File: config.mk
export PLATFORM = sky130hd
export DESIGN_NAME = pipe_stage_reg
export DESIGN_NICKNAME = d
export VERILOG_FILES = /design/src/rtl/pipe_stage_reg.sv
export SDC_FILE = /design/constraint.sdc
export NUM_CORES = 1
export LEC_CHECK = 0
export CORE_MARGIN = 1.5
export CORE_UTILIZATION = 40
export CTS_CLUSTER_DIAMETER = 40
export DETAILED_ROUTE_END_ITERATION = 16
export DONT_BUFFER_PORTS = 1
export SYNTH_ARGS = -nofsm -noshare
export SYNTH_HDL_FRONTEND = slang
export SYNTH_SLANG_ARGS = --single-unit
File: constraint.sdc
create_clock -name clk -period 3.1 [get_ports clk]
set_input_delay 0.62 -clock clk [delete_from_list [all_inputs] [get_ports clk]]
set_output_delay 0.62 -clock clk [all_outputs]
set_load 0.01 [all_outputs]
File: src/rtl/pipe_stage_reg.sv
// Parametrised pipeline-stage register with valid/ready handshake.
// Optional two-entry skid buffer makes in_ready come from a register.
module pipe_stage_reg #(
  parameter int CTRL_WIDTH = 8,
  parameter int DATA_WIDTH = 108,
  parameter int SKID       = 1
) (
  input  logic                  clk,
  input  logic                  rst,
  input  logic                  is_hold,
  input  logic                  flush,
  input  logic                  in_valid,
  output logic                  in_ready,
  input  logic [CTRL_WIDTH-1:0] in_ctrl,
  input  logic [DATA_WIDTH-1:0] in_data,
  output logic                  out_valid,
  input  logic                  out_ready,
  output logic [CTRL_WIDTH-1:0] out_ctrl,
  output logic [DATA_WIDTH-1:0] out_data,
  output logic [1:0]            occupancy
);

  localparam bit USE_SKID = (SKID != 0);

  logic                  main_valid;
  logic [CTRL_WIDTH-1:0] main_ctrl;
  logic [DATA_WIDTH-1:0] main_data;
  logic                  skid_valid;
  logic [CTRL_WIDTH-1:0] skid_ctrl;
  logic [DATA_WIDTH-1:0] skid_data;

  logic gate;
  logic push;
  logic pop;

  assign gate = ~rst & ~is_hold & ~flush;

  generate
    if (USE_SKID) begin : g_rdy_skid
      assign in_ready = gate & ~skid_valid;
    end else begin : g_rdy_flat
      assign in_ready = gate & (~main_valid | out_ready);
    end
  endgenerate

  assign push = in_valid & in_ready;
  assign pop  = main_valid & out_ready & ~is_hold;

  // Head/skid state update: rst > flush > hold > handshake.
  always_ff @(posedge clk) begin
    if (rst) begin
      main_valid <= 1'b0;
      main_ctrl  <= '0;
      main_data  <= '0;
      skid_valid <= 1'b0;
      skid_ctrl  <= '0;
      skid_data  <= '0;
    end else if (flush) begin
      main_valid <= 1'b0;
      main_ctrl  <= '0;
      skid_valid <= 1'b0;
      skid_ctrl  <= '0;
    end else if (!is_hold) begin
      if (USE_SKID && pop && skid_valid) begin
        main_valid <= 1'b1;
        main_ctrl  <= skid_ctrl;
        main_data  <= skid_data;
        skid_valid <= 1'b0;
      end else if (push && (!main_valid || pop)) begin
        main_valid <= 1'b1;
        main_ctrl  <= in_ctrl;
        main_data  <= in_data;
      end else if (USE_SKID && push) begin
        skid_valid <= 1'b1;
        skid_ctrl  <= in_ctrl;
        skid_data  <= in_data;
      end else if (pop) begin
        main_valid <= 1'b0;
      end
    end
  end

  // Bubbles carry zero control so downstream enables stay off.
  always_comb begin
    out_valid = main_valid;
    out_ctrl  = main_valid ? main_ctrl : '0;
    out_data  = main_data;
    occupancy = {1'b0, main_valid} + {1'b0, skid_valid};
  end

endmodule
==> results_dict.tcl <==
set metrics [dict create \
    yosysWarnings 0 \
    crit_fanout 81 \
    grt_use_total 0.196 \
    post-synth-top-area-cell "dfxtp_1" \
    syn_nets 1176 \
    post_cts_resize_count 0 \
    place_congestion 0.750 \
    syn_avg_cell_area_sq_um 8.41 \
    seq_area_sq_um 4690 \
    hold_path_class "input pin to flip-flop" \
    combPwrFrac 0.020 \
    path_clk_slew_ns 0.05 \
    synth-simple-area-share 0.221 \
    post-route-period-util 0.744 \
    grt_overflow_total 0 \
    relSlewSlack 0.408 \
    drt_iter0_drc 470 \
    final_cell_mix "dfxtp_1, nand2_1, nor2_1" \
    clock-root-buffer "clkbuf_16" \
    crit_path_end_kind "flip-flop" \
    dieWidth_um 152 \
    required_ns 3.45 \
    vias_per_cell 5.64 \
    pwr-share-seq 0.432 \
    core_area_sq_um 21800 \
    cts_setup_buffers 0 \
    rsz0062_at_grt "no" \
    cts_hold_buf 0 \
    layout-drive-gt1-share 0.0786 \
    cp-start-kind "flip-flop" \
    ys_types 30 \
    cap_violations 0 \
    cts_buffer_depth 3 \
    antenna_found_initial 0 \
    worstMarginPinSlew_ns 0.889 \
    detail-route-antenna-nets 0 \
    row_count 54 \
    outcome "finished clean" \
    fillers 2118 \
    muxShareOfSynthArea 0.0181 \
    cts_tree "done" \
    boundaryPins 242 \
    switchingPower_mw 1.59 \
    fmax_ghz 0.434 \
    grt_pass1_vias 6859 \
    pwr-share-clk 0.549 \
    cts.sinks 234 \
    synth_area_sq_um 8860 \
    floorplan.initialDensity 0.407 \
    synthAdderAreaFrac 0.00141 \
    fin_hold_ws_ns 0.216 \
    ys_seq_area_frac 0.529 \
    htree_levels 2 \
    first_pass_iters 5 \
    synth_compound_area_frac 0.182 \
    post_drt_wl_per_cell_um 18.1 \
    multi_input_area_sq_um 3780 \
    switching_share 0.218 \
    slew_viol_final 0 \
    antenna_cells 0 \
    grt_pass1_wl_mm 37.8 \
    syn_to_final_growth_pct 15.0 \
    synth_top_area_frac 0.529 \
    final_common_cell "dfxtp_1" \
    pwr_density_cell_nw_per_um2 713 \
    setup-violations-final 0 \
    ys_ff_latch 234 \
    worstPathArrival_ns 2.65 \
    synth_top_family_by_area "simple AND/OR/NAND/NOR gates" \
    finalClockSkew_ns 0.0146 \
    num-nets-final 1126 \
    grt_max_degree 221 \
    vias 7400 \
    timing.setup.tns_ns 0 \
    fin_crit_ns 2.31 \
    synth_xor_area_frac 0 \
    synth_cells 1053 \
    crit_type "flip-flop to flip-flop" \
    die_y_um 152 \
    p_leak_nw 3.44 \
    finalHoldViolations 0 \
    clkLatencyLatePin_ns 0.50 \
    io_buffers 0 \
    hpwlAfterDp_mm 13.4 \
    p_int_mw 5.67 \
    die_area_sq_um 23100 \
    numCtsBuffers 36 \
    synth_area_leaders "dfxtp_1, a221oi_1, nand2_1" \
    vdd_ir_drop_max_uv 430 \
    wirelength_mm 23.7 \
    final_util 0.468 \
    drc_errors 0 \
]
==> through the flow <==
step           worst slack (ns)  power [mW]  std cells  cell area [sq um]
6_report                  0.795        7.26       1311              10200
5_1_grt                   0.617        7.52       1311              10200
4_1_cts                   0.844        7.35       1311              10200
3_5_place_dp              0.846        3.34       1245               8970
3_3_place_gp              0.892        3.34       1245               8970
2_1_floorplan              1.10        3.34       1053               8860
==> synth_stat cells (all sizes together) <==
master and number:
a211oi 1, and4 1, a221oi 108, o22a 1, nand3b 1, clkbuf 67
a21oi 116, nand2b 1, ha 1, nor3 110, nand2 218, nand4 1
mux2i 16, or2 1, nor4b 1, buf 31, o221ai 1, inv 1
and3b 1, o221a 1, nor2b 1, a22oi 1, dfxtp 234, and2 9
o21ai 8, nor2 121
==> registers in the layout, summed over array words and instances (netlist names) <==
register and cells:
main_ctrl 8, skid_valid 1, skid_ctrl 8, out_data 108, skid_data 108, out_valid 1
==> final cells by class <==
cell class | instances | area share
Multi-Input combinational cell | 720 | 0.371
Clock inverter | 18 | 0.0176
Tap cell | 280 | 0.0344
Timing Repair Buffer | 10 | 0.0147
Clock buffer | 48 | 0.102
Sequential cell | 234 | 0.460
Inverter | 1 | 0.000369
==> layer usage <==
metal	global-route usage	part of all wire	vias up	routed length [um]
met5	0	0	-	0
met4	0.0680	0.023	0	535
met3	0.0656	0.089	41	2100
met2	0.290	0.46	277	10900
met1	0.265	0.43	3463	10200
li1	-	-	3619	-
==> logic make-up (layout without fill, tap and decap cells) <==
logic type	after synthesis	in the layout
flip-flops	234	234
multiplexers	16	16
AND/OR/NAND/NOR	466	466
AO/OA/AOI/OAI	237	237
buffers and inverters	99	77
adder cells (fa/ha/maj)	1	1
==> power groups by stage <==
stage,Clock [mW],Combinational (mW),Sequential [mW]
finish,3.98,0.143,3.13
global placement,0,0.142,3.20
CTS,4.07,0.145,3.13
detailed placement,0,0.143,3.20
global route,4.22,0.168,3.14
floorplan,0,0.156,3.18
==> final timing paths <==
check | from | end | slack [ns] | cells after the start
setup / recovery | out_valid | out_data[44] | 0.79 | 5
hold / removal | rst | out_data[80] | 0.22 | 1
setup reg to reg | out_valid | out_data[44] | 0.79 | 5
hold reg to reg | skid_data[84] | skid_data[84] | 0.45 | 2
==> critical path, stage by stage, from the launching register on <==
cell and delay (ns):
dfxtp_1 0.67, and3b_1 0.34, nand2_4 0.29, buf_12 0.36, a221oi_1 0.33, nor3_1 0.09
Power figures use the tool's default switching activity.
